===== config.mk =====
export PLATFORM = sky130hd
export DESIGN_NAME = huc_timer
export DESIGN_NICKNAME = d
export VERILOG_FILES = /design/src/rtl/huc_timer.sv
export SDC_FILE = /design/constraint.sdc
export NUM_CORES = 1
export LEC_CHECK = 0
export CORE_MARGIN = 10
export CORE_UTILIZATION = 36
export CTS_CLUSTER_DIAMETER = 50
export DETAILED_ROUTE_END_ITERATION = 10
export PLACE_DENSITY = 0.58
export SETUP_SLACK_MARGIN = 0.02
export SYNTH_ARGS = -nofsm -noshare
export SYNTH_HDL_FRONTEND = slang
export SYNTH_SLANG_ARGS = --single-unit
export TNS_END_PERCENT = 30

===== constraint.sdc =====
create_clock -name clk -period 2 [get_ports clk]
set_input_delay 0.5 -clock clk [delete_from_list [all_inputs] [get_ports clk]]
set_output_delay 0.5 -clock clk [all_outputs]
set_load 0.01 [all_outputs]

===== src/rtl/huc_timer.sv =====
// huc_timer: prescaled 7-bit down-counting interval timer with level interrupt
//   clk      in   system clock, rising edge
//   reset_n  in   asynchronous active-low reset
//   CET_n    in   chip enable from MMU decode, active low
//   addr0    in   register select: 0 = reload, 1 = control (bit 0 = enable)
//   wr_en    in   single-cycle write strobe
//   rd_en    in   single-cycle read strobe
//   d_in     in   [7:0] write data
//   d_out    out  [7:0] registered read data, {1'b0, count}
//   tiq_ack  in   interrupt acknowledge pulse
//   tiq      out  interrupt request, active-high level
module huc_timer #(
    parameter int PRESCALE = 1024
) (
    input  logic       clk,
    input  logic       reset_n,
    input  logic       CET_n,
    input  logic       addr0,
    input  logic       wr_en,
    input  logic       rd_en,
    input  logic [7:0] d_in,
    output logic [7:0] d_out,
    input  logic       tiq_ack,
    output logic       tiq
);
    localparam int PW = $clog2(PRESCALE);
    localparam logic [PW-1:0] PMAX = PW'(PRESCALE - 1);
    logic [6:0]    r_reload;
    logic [6:0]    r_count;
    logic          r_enable;
    logic [PW-1:0] r_pre;
    logic          r_tiq;
    logic [7:0]    r_dout;
    logic          w_wr;
    logic          w_rd;
    logic          w_ctl;
    logic          w_start;
    logic          w_run;
    logic          w_tick;
    logic          w_uflow;
    logic          w_unused;
    assign w_wr     = wr_en & ~CET_n;
    assign w_rd     = rd_en & ~CET_n;
    assign w_ctl    = w_wr & addr0;
    // only a 0->1 enable transition restarts the countdown
    assign w_start  = w_ctl & d_in[0] & ~r_enable;
    // any control write suspends prescaler activity for that edge
    assign w_run    = r_enable & ~w_ctl;
    assign w_tick   = w_run & (r_pre == PMAX);
    assign w_uflow  = w_tick & (r_count == 7'd0);
    assign w_unused = &{1'b0, d_in[7:1]};
    assign d_out    = r_dout;
    assign tiq      = r_tiq;
    always_ff @(posedge clk or negedge reset_n) begin
        if (!reset_n) begin
            r_reload <= '0;
            r_count  <= '0;
            r_enable <= 1'b0;
            r_pre    <= '0;
            r_tiq    <= 1'b0;
            r_dout   <= '0;
        end else begin
            if (w_wr & ~addr0) r_reload <= d_in[6:0];
            if (w_ctl) r_enable <= d_in[0];
            if (w_start) begin
                r_count <= r_reload;
                r_pre   <= '0;
            end else if (w_run) begin
                r_pre <= w_tick ? '0 : r_pre + PW'(1);
                if (w_tick) r_count <= w_uflow ? r_reload : r_count - 7'd1;
            end
            // underflow has priority over a coincident acknowledge
            if (w_uflow) r_tiq <= 1'b1;
            else if (tiq_ack) r_tiq <= 1'b0;
            // sampled before this edge's write or tick takes effect
            if (w_rd) r_dout <= {1'b0, r_count};
        end
    end
endmodule


After elaboration in Yosys (flattened, before gate mapping)

Cells that the tools add are included.
W data, S select, Z words.

Memory bits (writable): 0
Output and inout bits: 9
Input bits: 15
Memories: 0
Bits in latches: 0
Register bits: 33
Logic and storage cells: 36
ROM bits: 0

Multipliers: 0
Add/sub/neg operators: 2
Mux-type cells: 9
Magnitude comparators: 0
Reduce and logical (&&, ||, !) cells: 5
Div/mod/pow operators: 0
Shift-type cells: 0
Bitwise operators: 13
Equal/unequal tests: 1

Operator list:

| cell                    | number |
|---|---|
| $mux W10                | 3 |
| $mux W7                 | 4 |
| $add A10 B1 Y10 const B | 1 |
| $eq A10 B10 Y1 const B  | 1 |
| $and A1 B1 Y1           | 9 |
| $logic_not A7 Y1        | 1 |
| $sub A7 B1 Y7 const B   | 1 |
| $reduce_bool A2 Y1      | 3 |
| $not A1 Y1              | 4 |
| $mux W1                 | 2 |
| $reduce_and A2 Y1       | 1 |

Depth between registers and ports, before layout

Gate-level depths: netlist of the first run.

Depth in word-level cells: 11
Mapped depth: 6
Gate-level depth less buffers: 6

Worst setup path after synthesis of the first run

OpenSTA, ideal clock, no wires.

Path type: in2reg
Start: input addr0
End: register r_count[6]
Library setup time: 0.087 ns
Arrival: 1.986 ns
Stages: 6
Path slack: -0.072 ns
Buffers on the path: 2
Required time: 1.913 ns
Cell sequence: and3b_1 -> buf_2 -> or4_1 -> buf_2 -> or4_1 -> o211ai_1

Longest elaborated chain between the ends: 9
Elaborated cells on any way between the ends: 14
Those cells by class: mux: 4; bitwise: 7; reduce/logical: 3

Ends and longest elaborated chain:

| element                | RTL line | source |
|---|---|---|
| start: declaration     | 18       | `input logic addr0,` |
| $and A1 B1 Y1 (*)      | 44       | `assign w_ctl = w_wr & addr0;` |
| $not A1 Y1             | 48       | `assign w_run = r_enable & ~w_ctl;` |
| $and A1 B1 Y1          | 48       |  |
| $and A1 B1 Y1          | 49       | `assign w_tick = w_run & (r_pre == PMAX);` |
| $and A1 B1 Y1          | 50       | `assign w_uflow = w_tick & (r_count == 7'd0);` |
| $mux W7 (2 in series)  | 70       | `if (w_tick) r_count <= w_uflow ? r_reload : r_count - 7'd1;` |
| $mux W7                | 68       | `end else if (w_run) begin` |
| $mux W7                | 65       | `if (w_start) begin` |
| end signal: assignment | 66       | `r_count <= r_reload;` |
| end signal: assignment | 70       |  |
| end: declaration       | 29       | `logic [6:0] r_count;` |

Mark *: on every way between the ends. The rest lies on a longest branch, timed or not. The select of a mux whose other input is x is not followed.
A chain may end at the register's enable or synchronous reset.

Worst setup path after layout of the first run

Start: register r_count[0]
End: register r_count[6]

Longest elaborated chain between the ends: 6
Elaborated cells on any way between the ends: 7
Those cells by class: add/sub: 1; mux: 4; bitwise: 1; reduce/logical: 1

Ends and longest elaborated chain:

| element                                               | RTL line |
|---|---|
| branches (longest 2 deep; another with $sub A7 B1 Y7) | n/a |
| $mux W7 (*) (2 in series)                             | 70 |
| $mux W7 (*)                                           | 68 |
| $mux W7 (*)                                           | 65 |

Mark *: on every way between the ends. The select of a mux whose other input is x is not followed.

==> results of run 1 <==
placed cells by master (no fill, tap or decap), types with 2 or more instances in the layout:
cell	count
dfrtp_1	33
buf_4	27
clkdlybuf4s50_1	18
nand2_1	15
o21ai_0	10
mux2_2	9
nor2_1	6
nand3_1	6
a21oi_1	6
inv_1	5
mux2i_1	5
clkbuf_8	5
o22ai_1	4
o31ai_1	4
or4_1	4
or3_1	3
nor3_1	3
inv_2	2
nand2b_1	2
or4_4	2
a211oi_1	2
o211ai_1	2
dlygate4sd2_1	2
kinds of logic after synthesis:
| group | count (synthesis) |
|---|---|
| flip-flops | 33 |
| multiplexers | 15 |
| XOR/XNOR | 2 |
| other | 1 |
| buffers and inverters | 12 |
| AND/OR/NAND/NOR | 54 |
| AO/OA/AOI/OAI | 34 |
| adder cells (fa/ha/maj) | 2 |
what timing repair did:
item / in CTS / in global routing
buffers inserted: 1 / 2
endpoints found under the hold margin: 0 / 0
pin swaps: 1 / 4
endpoints found under the setup margin: 15 / 12
gates cloned: 0 / 0
resized for setup: 6 / 15
registers in the layout (all words and copies together), names as in the netlist:
| register | count |
|---|---|
| r_pre | 10 |
| d_out | 7 |
| r_count | 7 |
| r_reload | 7 |
| r_enable | 1 |
| tiq | 1 |
cell type report:
cell class / count / area (um2)
clock inverters: 1 / 5.00
inverters: 7 / 26.3
well taps: 52 / 65.1
fillers: 410 / 2140
clock buffers: 5 / 68.8
multi-input cells: 108 / 779
flip-flops and latches: 33 / 826
repair buffers: 48 / 413
power by group:
group	internal [mW]	switching, mW	total, mW	leakage [nW]
combinational	0.431	0.330	0.761	0.498
sequential	0.852	0.151	1.00	0.418
clock	0.228	0.224	0.452	0.0399
total	1.51	0.705	2.22	0.955
tightest hold or removal path, delay by kind of cell (launching register included):
| kind | cells | cell delay [ps] |
|---|---|---|
| flip-flops | 1 | 340 |
| AO/OA/AOI/OAI | 1 | 60 |
| AND/OR/NAND/NOR | 1 | 50 |
worst min path at each step:
stage	endpoint	slack, ps	cells past startpoint
2_1_floorplan	d_out[0]	200	0
3_3_place_gp	d_out[4]	470	2
3_5_place_dp	d_out[0]	480	2
4_1_cts	d_out[4]	490	2
5_1_grt	d_out[5]	510	1
6_report	d_out[0]	480	2
layer usage:
metal / share of wire / vias up
met5: 0 / -
met3: 0.041 / 5
li1: - / 659
met1: 0.43 / 665
met2: 0.52 / 24
met4: 0.015 / 0
through the flow:
step	setup TNS [ps]	setup WS (ps)	instance area, um2
5_1_grt	-23.2	-23.2	2180
3_5_place_dp	-5580	-392	2020
6_report	0	68.4	2180
2_1_floorplan	0	33.3	1600
4_1_cts	0	3.84	2110
3_3_place_gp	-4880	-354	2020
==> flow_summary.ini, run 1 <==
[run_status]
status = finished clean

[clock_network]
path_clk_slew_ps = 70
cts_max_path_buffers = 2
clock_latency_ps = 280
hold_buffers = 0
cts_tree = built
cts_sinks = 33
cts_root_buffer = clkbuf_8
numCtsBuffers = 5
htreeDepth = 2

[detailed_routing]
ant_nets = 0
drc_errors = 0
vias_per_cell = 5.33
drt_wl_total_um = 3850
firstDrtPassIters = 4
wl_per_cell_um = 15.2
vias = 1353
drtIter0Drc = 45

[worst_setup_path]
cp_num_buf_inv = 1
crit_end = r_count[6]
cp.depth = 6
cp-start-kind = register
cp_max_fo = 5
path_cells = inv_2 -> ha_4 -> or3b_4 -> or3_4 -> or4_4 -> o211ai_1
reg2reg_from = r_count[0]
max_stage_delay_ps = 410
crit_family = simple AND/OR/NAND/NOR gates
cpMaxStageDelayCell = or4_4
reg2reg_depth = 6
reg2reg_slack_ps = 70
worstPathRequired_ps = 2190
crit_path_start = r_count[0]
end_kind = register
arrival_ps = 2130
critical_path_class = reg -> reg
reg2reg_to = r_count[6]

[yosys]
synthTopCellsByArea = dfrtp_1 (52%), mux2_2 (6.4%), mux2i_1 (3.8%), nand2_1 (3.8%), o21ai_0 (3.1%)
synth_compound_area_frac = 0.135
yosys_warnings = 0
synthFlopType = dfrtp_1
async_flop_share = 1.00
synth_top_family_by_area = simple AND/OR/NAND/NOR gates
synth_area_um2 = 1590
synth_top_area_frac = 0.519
synth-adder-area-share = 0.0157
synth_cell_type_count = 40
syn_avg_cell_area_um2 = 10.4
synthDominantAreaCellType = dfrtp_1
synth.most_common_cell = dfrtp_1
synthCells = 153
syn_nets = 170
synth_edf_count = 0
ys_top_cells_by_count = dfrtp_1 (33), nand2_1 (16), o21ai_0 (10), mux2_2 (9)
synth.mux.area_fraction = 0.101
synth_xor_area_frac = 0.0110
yosysSeqAreaShare = 0.519
synth_simple_gate_area_frac = 0.183
ys_ff_latch = 33

[sta]
relSlewSlack = 0.659
setup_viol = 0
fin_skew_ps = 5.72
finalHoldViolCount = 0
fin_crit_ps = 1930
final-max-slew-violation-count = 0
rsz0062_at_grt = yes
fmax_mhz = 518
hold_ws_ps = 484
finalCritPeriodShare = 0.966
worst_pin_slew_ps = 502

[global_routing]
met1_usage = 0.123
first_global_vias = 1390
met3_usage = 0.0347
busiest_layer = met2
gr-usage-met2 = 0.185
grtUsageTotal = 0.109
antenna_found_initial = 0
grt-ovfl-total = 0
grt_first_pass_wirelength_um = 6500
grt_max_degree = 34

[placement]
place_congestion = 0.812
io_buffers = 21
dp_cells = 245
hpwl_um = 2820

[power]
p_leak_nw = 0.955
report.power.total_mw = 2.22
peakVddDrop_mv = 0.547
p_per_area_nw_per_um2 = 1020

[final_layout]
final_cells = 254
fin_util = 0.505
antennaDiodeCount = 0
syn2layout_area_growth_pct = 37.2
drive_above_1_share = 0.292
layout.nets = 220

[floorplan]
initial_core_util = 0.368
die_h_um = 86.5
pin_count = 24
die_w_um = 86.5
core_um2 = 4320
row_count = 24
dieArea_um2 = 7480

[worst_hold_path]
hold_path_class = reg -> reg
hp-start = d_out[0]

[flow_run]
drv_cap = 0
No activity file was read; power rests on OpenSTA's default activity.
==> inputs of run 2 (changes only) <==
Settings changed: REMOVE_ABC_BUFFERS from default to 1.
==> run 2 against run 1 <==
  * Combinational power increased by 3.3%
  * Critical path depth unchanged
  * Final cell count increased by 3.9%
  * Total power increased by 3.0%
  * First-iteration DRC count increased by 22%
  * Critical path type is now in -> reg
  * Largest cell class unchanged
  * Highest routed layer unchanged
==> flow_summary.ini, run 2 (synthesis results as in run 1) <==
[detailed_routing]
ant_nets = 0
vias_per_cell = 5.16
wl_per_cell_um = 14.3
drtIter0Drc = 55
drc_errors = 0
drt_wl_total_um = 3790
firstDrtPassIters = 3
vias = 1362

[global_routing]
grt-ovfl-total = 0
antenna_found_initial = 0
grt_first_pass_wirelength_um = 6510
grtUsageTotal = 0.109
grt_max_degree = 34
first_global_vias = 1424

[floorplan]
initial_core_util = 0.368
die_h_um = 86.5
die_w_um = 86.5
pin_count = 24
core_um2 = 4320
row_count = 24
dieArea_um2 = 7480

[final_layout]
largest_register = r_pre
final_common_cell = buf_4
syn2layout_area_growth_pct = 42.3
layout.nets = 229
largest_reg_flops = 10
fin_util = 0.524
multi_input_area_um2 = 774
antennaDiodeCount = 0
n_fill_cell = 413
final_cell_mix = buf_4 (34), dfrtp_1 (33), clkdlybuf4s50_1 (19)
regArea_um2 = 826
drive_above_1_share = 0.311

[worst_setup_path]
critical_path_class = in -> reg
cp-start-kind = input pin
cp_max_fo = 7
arrival_ps = 2140
worstPathRequired_ps = 2210
end_kind = register

[clock_network]
path_clk_slew_ps = 60
cts_max_path_buffers = 2
numCtsBuffers = 5
cts_sinks = 33
hold_buffers = 0
cts_tree = built
cts_root_buffer = clkbuf_8
htreeDepth = 2
clock_latency_ps = 280

[power]
p_int_mw = 1.58
peakVddDrop_mv = 0.499
pwr-share-seq = 0.441
report.power.total_mw = 2.28
clock_power_share = 0.215
p_per_area_nw_per_um2 = 1010
p_leak_nw = 1.00
power_switching_uw = 700
combPwrFrac = 0.344
swShare = 0.307

[sta]
finalCritPeriodShare = 0.969
rsz0062_at_grt = yes
fin_skew_ps = 4.81
fmax_mhz = 516
finalHoldViolCount = 0
fin_crit_ps = 1940
setup_viol = 0
final-max-slew-violation-count = 0

[worst_hold_path]
hold_path_class = reg -> reg

[placement]
place_congestion = 0.823
io_buffers = 21
hpwl_um = 2910

[run_status]
status = finished clean

[flow_run]
drv_cap = 0
## run 2: power groups by stage
| stage | Sequential (mW) | Clock, mW | Combinational, mW |
|---|---|---|---|
| after floorplan | 1.01 | 0 | 0.355 |
| after global placement | 0.997 | 0 | 0.709 |
| after detailed placement | 1.01 | 0 | 0.731 |
| after CTS | 1.00 | 0.514 | 0.741 |
| after global routing | 1.03 | 0.537 | 0.883 |
| final | 1.01 | 0.490 | 0.786 |
## run 2: area by class of cell
type                       count  area share
inverter                       7      0.0116
multi-input combinational    108       0.342
tap                           52      0.0287
clock buffer                   7      0.0381
sequential                    33       0.365
timing repair buffer          57       0.215
## run 2: path summary, 6_finish.rpt
check                           start    endpoint  slack [ps]  cells after the start
setup / recovery                addr0    r_pre[7]          60                      6
hold / removal               d_out[1]    d_out[1]         480                      2
setup reg to reg           r_count[0]  r_count[6]          70                      6
hold reg to reg              d_out[1]    d_out[1]         480                      2
max in group asynchronous     reset_n    d_out[3]        1080                      2
min in group asynchronous     reset_n    r_pre[8]         620                      2
## run 2: what timing repair did
action | in CTS | in global routing
gates resized for setup | 7 | 12
cloned | 0 | 0
hold endpoints to repair | 0 | 0
setup buffers | 0 | 7
pin swaps | 3 | 6
setup endpoints to repair | 15 | 10
## run 2: routing by layer
layer | global-route usage | wire length [um] | up-vias
li1 | - | - | 678
met1 | 0.120 | 1620 | 657
met2 | 0.185 | 1970 | 19
met3 | 0.0375 | 144 | 8
met4 | 0.0442 | 55 | 0
met5 | 0 | 0 | -
## run 2: critical path: stages
cell and delay (ps):
clkdlybuf4s50_1 410, and3b_2 220, buf_6 140, mux2i_4 200, or4_1 540, a21oi_1 140
## run 2: stage by stage
stage / cells / cell area (um2) / hold WS (ps) / worst slack [ps] / TNS (ps)
after floorplan: 148 / 1570 / 204 / -7.54 / -7.54
after global placement: 250 / 2060 / 468 / -382 / -5000
after detailed placement: 250 / 2060 / 474 / -424 / -5650
after CTS: 257 / 2180 / 490 / 15.3 / 0
after global routing: 264 / 2260 / 521 / 12.3 / 0
final: 264 / 2260 / 484 / 62.6 / 0
==> inputs of run 3 (changes only) <==
Settings changed: SETUP_SLACK_MARGIN 0.02 to 0.4.
==> run 3 against run 2 <==
  * Global-route usage grew 0.78 points
  * Sequential power is essentially flat
  * First-iteration DRC count grew 25%
  * Via count grew 2.6%
  * Non-clock buffer count grew 10
  * Worst hold slack is essentially flat
  * Sequential cell count is the same
  * Final cell count grew 3.8%
  * Die area is the same
  * Utilization grew 3.3 points
  * Routed wire length grew 5.0%
  * Critical path depth is the same
  * Critical endpoint is now r_count[6]
  * Largest power group unchanged
==> flow_summary.ini, run 3 (synthesis results as in run 1) <==
[floorplan]
pin_count = 24
core_um2 = 4320
die_h_um = 86.5
initial_core_util = 0.368
die_w_um = 86.5
dieArea_um2 = 7480
row_count = 24

[global_routing]
grt-ovfl-total = 0
grt_first_pass_wirelength_um = 7030
grtUsageTotal = 0.116
first_global_vias = 1572
grt_max_degree = 34
antenna_found_initial = 0

[sta]
final-max-slew-violation-count = 0
finalCritPeriodShare = 0.940
fin_skew_ps = 7.22
fmax_mhz = 532
setup_viol = 0
fin_crit_ps = 1880
finalHoldViolCount = 0
rsz0062_at_grt = yes
setup_tns_ps = 0

[detailed_routing]
firstDrtPassIters = 4
vias_per_cell = 5.10
wl_per_cell_um = 14.5
ant_nets = 0
drtIter0Drc = 69
drc_errors = 0
vias = 1398
drt_wl_total_um = 3980

[clock_network]
clock_latency_ps = 280
path_clk_slew_ps = 70
numCtsBuffers = 5
cts_tree = built
cts_root_buffer = clkbuf_8
htreeDepth = 2
cts_sinks = 33
cts_max_path_buffers = 2

[worst_setup_path]
cp-start-kind = register
reg2reg_depth = 6
worstPathRequired_ps = 2200
path_cells = inv_2 -> ha_4 -> or3b_4 -> or3_1 -> or4_1 -> o211ai_1
end_kind = register
arrival_ps = 2080
cp_max_fo = 3
max_stage_delay_ps = 400
critical_path_class = reg -> reg
cpMaxStageDelayCell = or4_1

[power]
p_per_area_nw_per_um2 = 1010
p_int_mw = 1.68
clock_power_share = 0.202
pwr-share-seq = 0.411
combPwrFrac = 0.387
p_leak_nw = 1.05
power_switching_uw = 747
swShare = 0.308
peakVddDrop_mv = 0.502

[final_layout]
final_common_cell = buf_4
largest_register = r_pre
fin_util = 0.556
layout.nets = 239
antennaDiodeCount = 0
syn2layout_area_growth_pct = 51.2
final_cell_mix = buf_4 (40), dfrtp_1 (33), clkdlybuf4s50_1 (18)
largest_reg_flops = 10
drive_above_1_share = 0.374

[flow_run]
drv_cap = 0

[worst_hold_path]
hold_path_class = reg -> reg
holdPathStages = 2

[placement]
hpwl_um = 2910
place_congestion = 0.823
io_buffers = 21

[run_status]
status = finished clean
run 3: power by group through the flow:
stage	clock, mW	combinational (mW)	sequential [mW]
floorplan	0	0.355	1.01
global placement	0	0.709	0.997
detailed placement	0	0.731	1.01
CTS	0.514	0.942	0.996
global route	0.538	1.05	1.02
finish	0.490	0.937	0.996
run 3: final timing paths:
kind	from	to	slack, ps
max	r_count[0]	r_count[6]	120
min	d_out[1]	d_out[1]	480
max reg2reg	r_count[0]	r_count[6]	120
min reg2reg	d_out[1]	d_out[1]	480
max in group asynchronous	reset_n	d_out[3]	1080
min in group asynchronous	reset_n	r_pre[8]	620
run 3: critical path: cells and delay by family, from the launching register on:
kind / cells / cell delay, ps
and+or+nand+nor: 3 / 1120
DFF: 1 / 390
AOI/OAI and AO/OA: 1 / 90
buffers and inverters: 1 / 80
adders and majority gates: 1 / 130
run 3: per-layer routing:
metal,routed length [um],up-vias,share of wire,GRT usage
li1,-,695,-,-
met1,1640,676,0.41,0.125
met3,149,8,0.037,0.0375
met5,0,-,0,0
met4,55,0,0.014,0.0471
met2,2140,19,0.54,0.205
run 3: final cells by class:
type	count	area, um2
Timing Repair Buffer	67	574
Multi-Input combinational cell	108	828
Inverter	7	26.3
Sequential cell	33	826
Fill cell	393	1920
Tap cell	52	65.1
Clock buffer	7	86.3
run 3: repair_timing:
| item | 4_1_cts | 5_1_grt |
|---|---|---|
| pin swaps | 14 | 1 |
| setup endpoints to repair | 31 | 26 |
| buffers inserted | 16 | 1 |
| hold buffers | 0 | 0 |
| resized for setup | 35 | 2 |
run 3: through the flow:
stage / cell area [um2] / cells / hold WS [ps] / worst slack, ps / total power, mW
3_5_place_dp: 2060 / 250 / 474 / -424 / 1.74
5_1_grt: 2410 / 274 / 521 / 54.7 / 2.60
4_1_cts: 2390 / 273 / 490 / 105 / 2.45
3_3_place_gp: 2060 / 250 / 468 / -382 / 1.71
2_1_floorplan: 1570 / 148 / 204 / -7.54 / 1.36
6_report: 2410 / 274 / 484 / 121 / 2.42
